<file path="src/rtl/envase_ctrl.sv">
// Bottle filling/corking line controller: sensor sync + debounce, six-state sequencer.
// Latency: sensor edge to state change is 2 sync + DEB_CYCLES + 1 cycles; all outputs registered.
// Backpressure: none; inputs are level signals and the pulses are single-cycle strobes.
//
// Ports:
//   clk, reset      - system clock (rising edge) and asynchronous active-low reset
//   start           - run enable (level)
//   sensor          - raw bottle-present sensor, asynchronous to clk
//   full_level      - bottle full (synchronous)
//   cork_empty      - cork dispenser stock is zero (synchronous)
//   alarm_ack       - operator acknowledge (synchronous)
//   motor/valve/seal/alarm - registered actuator and fault outputs
//   bottle_done     - one-cycle pulse per finished bottle
//   cork_use        - one-cycle pulse per cork consumed
//   state           - current state code
module envase_ctrl #(
  parameter int unsigned DEB_CYCLES  = 4,
  parameter logic [7:0]  FILL_MAX    = 8'd200,
  parameter logic [7:0]  SEAL_CYCLES = 8'd20
) (
  input  logic       clk,
  input  logic       reset,
  input  logic       start,
  input  logic       sensor,
  input  logic       full_level,
  input  logic       cork_empty,
  input  logic       alarm_ack,
  output logic       motor,
  output logic       valve,
  output logic       seal,
  output logic       bottle_done,
  output logic       cork_use,
  output logic       alarm,
  output logic [2:0] state
);

  typedef enum logic [2:0] {
    IDLE  = 3'd0,
    MOVE  = 3'd1,
    FILL  = 3'd2,
    SEAL  = 3'd3,
    EJECT = 3'd4,
    ALARM = 3'd5
  } state_e;

  localparam logic [3:0] DEB_LAST  = 4'(DEB_CYCLES - 1);
  localparam logic [7:0] FILL_LAST = FILL_MAX - 8'd1;
  localparam logic [7:0] SEAL_LAST = SEAL_CYCLES - 8'd1;

  logic       sync1_q, sync2_q;
  logic       sens_db_q, sens_db_d;
  logic       sens_prev_q;
  logic [3:0] db_cnt_q, db_cnt_d;
  state_e     state_q, state_d;
  logic [7:0] tmr_q, tmr_d;
  logic       nocork_q, nocork_d;
  logic       motor_q, valve_q, seal_q, bottle_done_q, cork_use_q, alarm_q;
  logic       motor_d, valve_d, seal_d, bottle_done_d, cork_use_d, alarm_d;
  logic       db_rise;

  // Debounce: the count only advances while the synchronized level disagrees
  // with the accepted level; any agreement (a bounce back) clears it.
  always_comb begin
    db_cnt_d  = '0;
    sens_db_d = sens_db_q;
    if (sync2_q != sens_db_q) begin
      if (db_cnt_q == DEB_LAST) begin
        sens_db_d = sync2_q;
      end else begin
        db_cnt_d = db_cnt_q + 4'd1;
      end
    end
  end

  assign db_rise = sens_db_q & ~sens_prev_q;

  always_comb begin
    state_d  = state_q;
    nocork_d = 1'b0;
    case (state_q)
      IDLE: begin
        if (start && !cork_empty) state_d = MOVE;
      end
      MOVE: begin
        // A new bottle wins over a stop request in the same cycle.
        if (db_rise)     state_d = FILL;
        else if (!start) state_d = IDLE;
      end
      FILL: begin
        if (full_level) begin
          state_d  = SEAL;
          // Cork stock is judged at SEAL entry; an empty dispenser makes the
          // SEAL visit a single dead cycle on the way to ALARM.
          nocork_d = cork_empty;
        end else if (tmr_q == FILL_LAST) begin
          state_d = ALARM;
        end
      end
      SEAL: begin
        if (nocork_q)                state_d = ALARM;
        else if (tmr_q == SEAL_LAST) state_d = EJECT;
        nocork_d = nocork_q;
      end
      EJECT: begin
        // Level test also releases a bottle that left during SEAL.
        if (!sens_db_q) state_d = start ? MOVE : IDLE;
      end
      ALARM: begin
        if (alarm_ack && !cork_empty) state_d = IDLE;
      end
      default: state_d = ALARM;
    endcase
  end

  // Timer restarts on every state change so FILL and SEAL each see 0 on entry.
  always_comb begin
    tmr_d = '0;
    if (state_d == state_q && (state_q == FILL || state_q == SEAL)) begin
      tmr_d = tmr_q + 8'd1;
    end
  end

  // Outputs are decoded from the next state and registered alongside it, so
  // they line up with the state code of the same cycle.
  always_comb begin
    motor_d       = (state_d == MOVE) || (state_d == EJECT);
    valve_d       = (state_d == FILL);
    seal_d        = (state_d == SEAL) && !nocork_d;
    alarm_d       = (state_d == ALARM);
    cork_use_d    = (state_d == SEAL) && !nocork_d && (tmr_d == SEAL_LAST);
    bottle_done_d = (state_q == EJECT) && (state_d != EJECT);
  end

  always_ff @(posedge clk or negedge reset) begin
    if (!reset) begin
      sync1_q       <= 1'b0;
      sync2_q       <= 1'b0;
      sens_db_q     <= 1'b0;
      sens_prev_q   <= 1'b0;
      db_cnt_q      <= '0;
      state_q       <= IDLE;
      tmr_q         <= '0;
      nocork_q      <= 1'b0;
      motor_q       <= 1'b0;
      valve_q       <= 1'b0;
      seal_q        <= 1'b0;
      bottle_done_q <= 1'b0;
      cork_use_q    <= 1'b0;
      alarm_q       <= 1'b0;
    end else begin
      sync1_q       <= sensor;
      sync2_q       <= sync1_q;
      sens_db_q     <= sens_db_d;
      sens_prev_q   <= sens_db_q;
      db_cnt_q      <= db_cnt_d;
      state_q       <= state_d;
      tmr_q         <= tmr_d;
      nocork_q      <= nocork_d;
      motor_q       <= motor_d;
      valve_q       <= valve_d;
      seal_q        <= seal_d;
      bottle_done_q <= bottle_done_d;
      cork_use_q    <= cork_use_d;
      alarm_q       <= alarm_d;
    end
  end

  assign motor       = motor_q;
  assign valve       = valve_q;
  assign seal        = seal_q;
  assign bottle_done = bottle_done_q;
  assign cork_use    = cork_use_q;
  assign alarm       = alarm_q;
  assign state       = state_q;

endmodule

</file>
<file path="config.mk">
export PLATFORM = sky130hd
export DESIGN_NAME = envase_ctrl
export DESIGN_NICKNAME = d
export VERILOG_FILES = /design/src/rtl/envase_ctrl.sv
export SDC_FILE = /design/constraint.sdc
export NUM_CORES = 1
export LEC_CHECK = 0
export CAP_MARGIN = 10
export CORE_ASPECT_RATIO = 0.6
export CORE_MARGIN = 10
export CORE_UTILIZATION = 40
export CTS_BUF_LIST = sky130_fd_sc_hd__clkbuf_4 sky130_fd_sc_hd__clkbuf_8 sky130_fd_sc_hd__clkbuf_16
export CTS_CLUSTER_SIZE = 12
export DETAILED_ROUTE_END_ITERATION = 7
export PLACE_DENSITY = 0.69
export RECOVER_POWER = 100
export SETUP_SLACK_MARGIN = 0.2
export SYNTH_ARGS = -nofsm -noshare
export SYNTH_HDL_FRONTEND = slang
export SYNTH_SLANG_ARGS = --single-unit
</file>
<file path="constraint.sdc">
create_clock -name clk -period 1.6 [get_ports clk]
set_input_delay 0.24 -clock clk [delete_from_list [all_inputs] [get_ports clk]]
set_output_delay 0.24 -clock clk [all_outputs]
set_load 0.05 [all_outputs]
</file>
==> impl_results.md, run 1 <==
* Wirelength per Cell at 16.40 microns
* Post-Place Cells at 187
* DRT Wirelength at between 3000 and 4000 microns
* Internal at 1.687 mW
* Largest Register: tmr_q
* TritonCTS buffer count at 3
* Measured slew at the worst slew-check pin at 0.6519 ns
* Syn Inst Count at 116
* GRT Util Overall at 0.1097
* Max_cap viols at 0
* CP max stage delay at about 0.4 ns
* # fillers at 220
* Syn avg cell area at 10.81 sq um
* Die Area at 5847 sq um
* Synth Register Bits at 26
* Hold WS at 0.3551 ns
* Initial antenna violation count at 0
* Pin count of the biggest net entering global routing at 27
* IO Count at 16
* Chip Width at between 90 and 100 microns
* Final Max Tran Viols at 0
* Final min period at roughly 1.8 ns
* Root Driver: clkbuf_8
* GRT busiest layer: met2
* Final-report hold violation count at 0
* Met3 Use GR at 0.03546
* Global-route wire length before repair at 5202 microns
* Sw Share at 0.3810
* Layout area overhead at 43.81%
* Leak at 0.7860 nW
* Ys Warns at 0
* IO buf count at 15
* FMAX at 0.5497 GHz
* Met1 usage at 0.1337
* Delay-heaviest family, CP: compound AO/OA/AOI/OAI gates
* Clk_lat worst skew at 0.27 ns
* Core ar. at 2928 sq um
* Vias at 1000
* WP depth at 8
* Layout Cells excl Fill at 200
* Max reg flops at 8
* Initial Utilization at 0.4282
* Routing usage on met2 at 0.1825
* CP bufs+invs at 2
* Commonest cells after routing, fill and taps aside: dfrtp_1 (24), buf_4 (22), nor2_1 (13)
* Async set-reset flop share out of synthesis at 1.000
* Worst setup margin at -0.2192 ns
* Crit Path Category: reg2reg
* WHS Path Cells at 0
* Post-synth EDFFs at 0
* Worst Path Arrival at 1.98 ns
* DP HPWL at approximately 2100 microns
* Top FF cell, synth: dfrtp_1
* DRT iter0 DRCs at 64
* Gate power share at 0.464
* Failing checks: setup timing
* Post-synthesis sequential area ratio at 0.5190
* Drt drc at 0
* Setup crit start kind: register
* Post-Synthesis Cell Area at 1254 sq um
* Number of global-route vias before repair at 1082
* Nets at 168
* HP Class: reg2reg
* Crit Path Max Fanout at 4
* Drt via density at 5.000
* Max VDD drop at 959.9 uV
* CTS sink count at 26
* Slowest cell on the critical path: dfrtp_1
* CTS tree: done
* Clk slew on worst S/H paths at around 0.09 ns
* # setup viols final at 17
* Final worst path period share at 1.137
* RSZ-0062 raised after global routing: true
* Detail Route Antenna Nets at 0
* Setup Skew at 0.002403 ns
* Most common cell after layout, fill and taps aside: dfrtp_1
* Critical Path RT at 1.77 ns
* H-Tree Depth at 1
* GPL Wtd Cong at approximately 0.84
* Clock Tree Buf Depth at 2
* Site Rows at 15
* Cell variety after synth at 34
* Setup TNS at -2.460 ns
* CP Cell Sequence: ha_2 > nor3b_4 > nand4_1 > buf_4 > o21ai_2 > a2111oi_4 > buf_4 > a21oi_2
* FF-to-FF path depth at 8
* Pwr/cell area at 1512 nW/um^2
* Rel. slew slack at 0.5654
* Clock Power Share at 0.200
* Drt first pass iters at 4
* Die height at 63.37 microns
* Power Total at 2.726 mW
* Layout cell share with drive strength beyond 1 at 0.3481
* Net Sw Power at approximately 1.0 mW
* Syn_nets at 125
* Gr ovfl total at 0
* Part of the power in registers at 0.337
* Ant. Diodes at 0
* Status: finished, violations left
* Top cell by count, worst path: buf_4
* Crit path capture type: register
power groups by stage:
stage,Combinational (mW),Clock (mW),Sequential [mW]
2_1_floorplan,0.559,0,1.10
3_3_place_gp,1.11,0,0.923
3_5_place_dp,1.13,0,0.930
4_1_cts,1.25,0.550,0.917
5_1_grt,1.36,0.575,0.933
6_report,1.26,0.544,0.918
final timing paths:
kind | startpoint | end | slack, ns
worst max-delay path | tmr_q[0] | bottle_done | -0.22
worst min-delay path | sync1_q | sync2_q | 0.36
worst max register to register | tmr_q[0] | bottle_done | -0.22
worst min register to register | sync1_q | sync2_q | 0.36
max in group asynchronous | reset | state[2] | 0.63
min in group asynchronous | reset | sync2_q | 0.52
synthesized netlist by cell type, types with 2 or more instances:
cell type / count / area share
a21oi_1: 5 / 0.020
and3_1: 4 / 0.020
clkbuf_1: 2 / 0.0060
dfrtp_1: 26 / 0.52
ha_1: 2 / 0.020
inv_1: 4 / 0.012
mux2_2: 2 / 0.018
mux2i_1: 2 / 0.016
nand2_1: 4 / 0.012
nand2b_1: 4 / 0.020
nand3_1: 5 / 0.020
nand3b_1: 3 / 0.018
nand4_1: 2 / 0.010
nor2_1: 14 / 0.042
nor2b_1: 6 / 0.030
nor3_1: 3 / 0.012
nor4b_1: 2 / 0.014
o21ai_0: 3 / 0.012
xnor2_1: 6 / 0.042
xor2_1: 3 / 0.021
per-layer routing:
metal  vias up  wire length [microns]
met5         -                      0
met4         0                     20
met3         4                    171
met2        25                   1642
met1       488                   1444
li1        483                      -
area by class of cell:
class                   instances  area (sq um)  area share
well taps                      42         52.55     0.02915
flip-flops and latches         26         653.1      0.3622
multi-input cells              82         660.6      0.3664
clock inverters                 1         30.03     0.01666
clock buffers                   3         41.29     0.02290
inverters                       5         18.77     0.01041
repair buffers                 41         346.6      0.1922
through the flow:
stage / utilization / area [sq um] / setup WS (ns)
2_1_floorplan: - / 1296 / -0.1039
3_5_place_dp: 0.5504 / 1612 / -0.2711
6_report: 0.6158 / 1803 / -0.2192
3_3_place_gp: 0.5504 / 1612 / -0.2223
4_1_cts: 0.6051 / 1772 / -0.1579
5_1_grt: 0.6158 / 1803 / -0.3197
repair_timing:
item                                    CTS  global route
gates cloned                              0             0
hold buffers                              0             0
buffers inserted                          6             3
pin swaps                                15             3
endpoints found under the setup margin   17            18
resized for setup                         9             6
worst reg2reg max path, delay by kind of cell (launching register included):
kind | cells | cell delay, ns
buffers and inverters | 2 | 0.35
DFF | 1 | 0.40
adders and majority gates | 1 | 0.19
AOI/OAI and AO/OA | 3 | 0.48
and+or+nand+nor | 2 | 0.30
cells by family (layout without fill, tap and decap cells):
family          Yosys count  in the layout  synth area share
flops                    26             26            0.5190
simple gates             52             52            0.2425
compound gates           15             15           0.09681
mux                       4              4           0.03393
buf+inv                   8             50           0.02494
fa+ha+maj                 2              2           0.01996
xor+xnor                  9              9           0.06288
Power figures use the tool's default switching activity.
==> run 2: changes to the inputs <==
--- a/config.mk
+++ b/config.mk
@@ -15,6 +15,7 @@
 export PLACE_DENSITY = 0.69
 export RECOVER_POWER = 100
 export SETUP_SLACK_MARGIN = 0.2
+export SLEW_MARGIN = 20
 export SYNTH_ARGS = -nofsm -noshare
 export SYNTH_HDL_FRONTEND = slang
 export SYNTH_SLANG_ARGS = --single-unit
==> results of run 2 <==
No change in the layout: final DEF, timing and power equal those of run 1.
==> run 3: changes to the inputs <==
--- a/config.mk
+++ b/config.mk
@@ -5,6 +5,7 @@
 export SDC_FILE = /design/constraint.sdc
 export NUM_CORES = 1
 export LEC_CHECK = 0
+export ABC_AREA = 1
 export CAP_MARGIN = 10
 export CORE_ASPECT_RATIO = 0.6
 export CORE_MARGIN = 10
==> run 3 against run 2 <==
Compared with the run above: the flow still finishes with violations (setup timing); largest cell class unchanged; combinational power up 98%; clock-buffer cell count unchanged; cell area up 11%; fmax up 13%.
==> impl_results.md, run 3 <==
* Status: finished, violations left (unchanged)
* Failing checks: setup timing (unchanged)
* IO Count at 16 (unchanged)
* Detail Route Antenna Nets at 0 (unchanged)
* CTS tree: done (unchanged)
* Nets at 210 (was 168)
* Crit Path Max Fanout at 6 (was 4)
* Max_cap viols at 0 (unchanged)
* Measured slew at the worst slew-check pin at 0.3266 ns (was 0.6519 ns)
* Max VDD drop at 1105 uV (was 959.9 uV)
* Placed Area at 1627 sq um (was 1612 sq um)
* CP max stage delay at 0.47 ns (was 0.40 ns)
* Crit Path Category: reg2reg (unchanged)
* Top cell by count, worst path: nand2_4 (was buf_4)
* CP Cell Sequence: inv_4 > nand2_4 > nor2_4 > nand2_4 > nand3_4 > nand2_4 > nand2_4 > nand3_4 > nand2_2 > nor2_2 (was ha_2 > nor3b_4 > nand4_1 > buf_4 > o21ai_2 > a2111oi_4 > buf_4 > a21oi_2)
* Async set-reset flop share out of synthesis at 1.000 (unchanged)
* Rel. slew slack at 0.7823 (was 0.5654)
* Leak at 0.9586 nW (was 0.7860 nW)
* Clk slew on worst S/H paths at 0.10 ns (was 0.09 ns)
* Root Driver: clkbuf_8 (unchanged)
* Commonest cells after routing, fill and taps aside: nand2_1 (26), dfrtp_1 (22), buf_4 (21) (was dfrtp_1 (24), buf_4 (22), nor2_1 (13))
* FMAX at 0.6212 GHz (was 0.5497 GHz)
* Die height at 65.13 microns (was 63.37 microns)
* Worst setup margin at -0.009835 ns (was -0.2192 ns)
* Routing usage on met2 at 0.1839 (was 0.1825)
* Critical Path RT at 1.78 ns (was 1.77 ns)
* Setup crit start kind: register (unchanged)
* Top-area cell type share of the netlist area at 0.4793 (was 0.5190)
* Net Sw Power at 1.874 mW (was 1.039 mW)
* Post-Place Cells at 233 (was 187)
* Adder-cell share of the synthesized area at 0.01843 (was 0.01996)
* Cell variety after synth at 27 (was 34)
* Synth top cells by count: nand2_1 (35), nor2_1 (28), dfrtp_1 (26) (was dfrtp_1 (26), nor2_1 (14), nor2b_1 (6), xnor2_1 (6))
* DRT Wirelength at 3840 microns (was 3279 microns)
* Drt via density at 5.033 (was 5.000)
* DP HPWL at 2366 microns (was 2115 microns)
* GRT busiest layer: met2 (unchanged)
* # setup viols final at 2 (was 17)
* Setup TNS at -0.01133 ns (was -2.460 ns)
* TritonCTS buffer count at 3 (unchanged)
* Core ar. at 3263 sq um (was 2928 sq um)
* Max reg flops at 8 (unchanged)
* Post-synthesis sequential area ratio at 0.4793 (was 0.5190)
* Final min period at 1.610 ns (was 1.819 ns)
* Hold WS at 0.3169 ns (was 0.3551 ns)
* Syn Inst Count at 164 (was 116)
* Post-Synthesis Cell Area at 1358 sq um (was 1254 sq um)
* Clock Power Share at 0.135 (was 0.200)
* Number of global-route vias before repair at 1226 (was 1082)
* Syn_nets at 173 (was 125)
* Slowest cell on the critical path: dfrtp_2 (was dfrtp_1)
* Initial Utilization at 0.4160 (was 0.4282)
* Gate power share at 0.617 (was 0.464)
* Met1 usage at 0.1425 (was 0.1337)
* Wirelength per Cell at 15.67 microns (was 16.40 microns)
* Ant. Diodes at 0 (unchanged)
* Pwr/cell area at 2011 nW/um^2 (was 1512 nW/um^2)
* Die Area at 6201 sq um (was 5847 sq um)
* Chip Width at 95.21 microns (was 92.28 microns)
* Final instance area at 2004 sq um (was 1803 sq um)
* Final-report hold violation count at 0 (unchanged)
* Top FF cell, synth: dfrtp_1 (unchanged)
* Area leader, netlist: dfrtp_1 (unchanged)
* Setup Skew at 0.01006 ns (was 0.002403 ns)
* Synth Area in XOR/XNOR at 0.03226 (was 0.06287)
* IO buf count at 15 (unchanged)
* Post-synth EDFFs at 0 (unchanged)
* Global-route wire length before repair at 5671 microns (was 5202 microns)
* Synth Area in Compound Gates at 0.05806 (was 0.09681)
* RSZ-0062 raised after global routing: true (unchanged)
* Main combinational cell family by area after synthesis: simple AND/OR/NAND/NOR gates (unchanged)
* CTS sink count at 26 (unchanged)
* Vias at 1233 (was 1000)
* Final worst path period share at 1.006 (was 1.137)
* Layout cell share with drive strength beyond 1 at 0.4600 (was 0.3481)
* Most common cell after layout, fill and taps aside: nand2_1 (was dfrtp_1)
* Mux contribution to synthesized area at 0 (was 0.03393)
* Site Rows at 16 (was 15)
* Clock Tree Buf Depth at 2 (unchanged)
* Largest Register: tmr_q (unchanged)
* Synth Area in Simple Gates at 0.3300 (was 0.2425)
* Drt drc at 0 (unchanged)
* Met3 Use GR at 0.02268 (was 0.03546)
* Syn avg cell area at 8.278 sq um (was 10.81 sq um)
* Part of the power in registers at 0.247 (was 0.337)
* Clk_lat worst skew at 0.27 ns (about the same)
* Synth Register Bits at 26 (unchanged)
* Ys Warns at 0 (unchanged)
* Gr ovfl total at 0 (unchanged)
* Layout Cells excl Fill at 245 (was 200)
* Initial antenna violation count at 0 (unchanged)
* Internal at 2.157 mW (was 1.687 mW)
* Layout area overhead at 47.65% (was 43.81%)
* Area contributors post-synth: dfrtp_1 (48%), nand2_1 (9.7%), nor2_1 (7.7%) (was dfrtp_1 (52%), nor2_1 (4.2%), xnor2_1 (4.2%))
* DRT iter0 DRCs at 102 (was 64)
* Top-count cell post-synth: nand2_1 (was dfrtp_1)
* GPL Wtd Cong at 0.9116 (was 0.8432)
* Hold buffers post-CTS at 0 (unchanged)
* Pin count of the biggest net entering global routing at 27 (unchanged)
* Final Max Tran Viols at 0 (unchanged)
* Drt first pass iters at 4 (unchanged)
* H-Tree Depth at 1 (unchanged)
* GRT Util Overall at 0.1137 (was 0.1097)
* Crit path capture type: register (unchanged)
* Worst Path Arrival at 1.79 ns (was 1.98 ns)
* HP Class: in2async (was reg2reg)
* Sw Share at 0.4649 (was 0.3810)
run 3: worst paths after layout:
check | start | endpoint | slack, ns | cells past startpoint
setup / recovery | state[2] | cork_use | -0.01 | 10
hold / removal | reset | tmr_q[3] | 0.32 | 2
setup reg to reg | state[2] | cork_use | -0.01 | 10
hold reg to reg | sync1_q | sync2_q | 0.37 | 0
max in group asynchronous | reset | state[0] | 1.00 | 2
min in group clk | sync1_q | sync2_q | 0.37 | 0
run 3: metrics by stage:
| step | power [mW] | setup slack [ns] | util |
|---|---|---|---|
| 2_1_floorplan | 2.157 | -0.01047 | - |
| 3_3_place_gp | 2.621 | -0.1113 | 0.4985 |
| 3_5_place_dp | 2.674 | -0.1392 | 0.4985 |
| 4_1_cts | 3.499 | 0.03420 | 0.5525 |
| 5_1_grt | 4.250 | -0.08631 | 0.6143 |
| 6_report | 4.031 | -0.009835 | 0.6143 |
run 3: routing by layer:
metal	vias to the layer above	part of all wire
li1	582	-
met5	-	0
met4	0	0.040
met3	12	0.043
met2	43	0.49
met1	596	0.43
run 3: power by group through the flow:
stage	sequential, mW	combinational [mW]	clock [mW]
3_5_place_dp	0.989	1.69	0
2_1_floorplan	1.19	0.966	0
3_3_place_gp	0.978	1.64	0
4_1_cts	0.978	1.96	0.561
6_report	0.997	2.49	0.545
5_1_grt	1.01	2.65	0.590
run 3: layout make-up:
| type | count | area, sq um |
|---|---|---|
| fill | 247 | 1259 |
| multi-input combinational | 111 | 815.8 |
| sequential | 26 | 655.6 |
| timing repair buffer | 33 | 302.8 |
| inverter | 26 | 102.6 |
| tap | 45 | 56.30 |
| clock buffer | 3 | 41.29 |
| clock inverter | 1 | 30.03 |
run 3: kinds of logic (layout without fill, tap and decap cells):
| group | count (synthesis) | after routing |
|---|---|---|
| simple gates | 92 | 92 |
| fa+ha+maj | 2 | 2 |
| xor+xnor | 5 | 5 |
| flops | 26 | 26 |
| buf+inv | 27 | 63 |
| compound gates | 12 | 12 |
run 3: worst max-delay path, delay by kind of cell, from the launching register on:
| kind | cells | cell delay [ns] |
|---|---|---|
| simple gates | 9 | 0.93 |
| flops | 1 | 0.47 |
| buf+inv | 1 | 0.11 |
run 3: what timing repair did:
action	4_1_cts	5_1_grt
pin swaps	14	17
gates resized for setup	23	42
setup endpoints to repair	16	16
buffers inserted	3	5
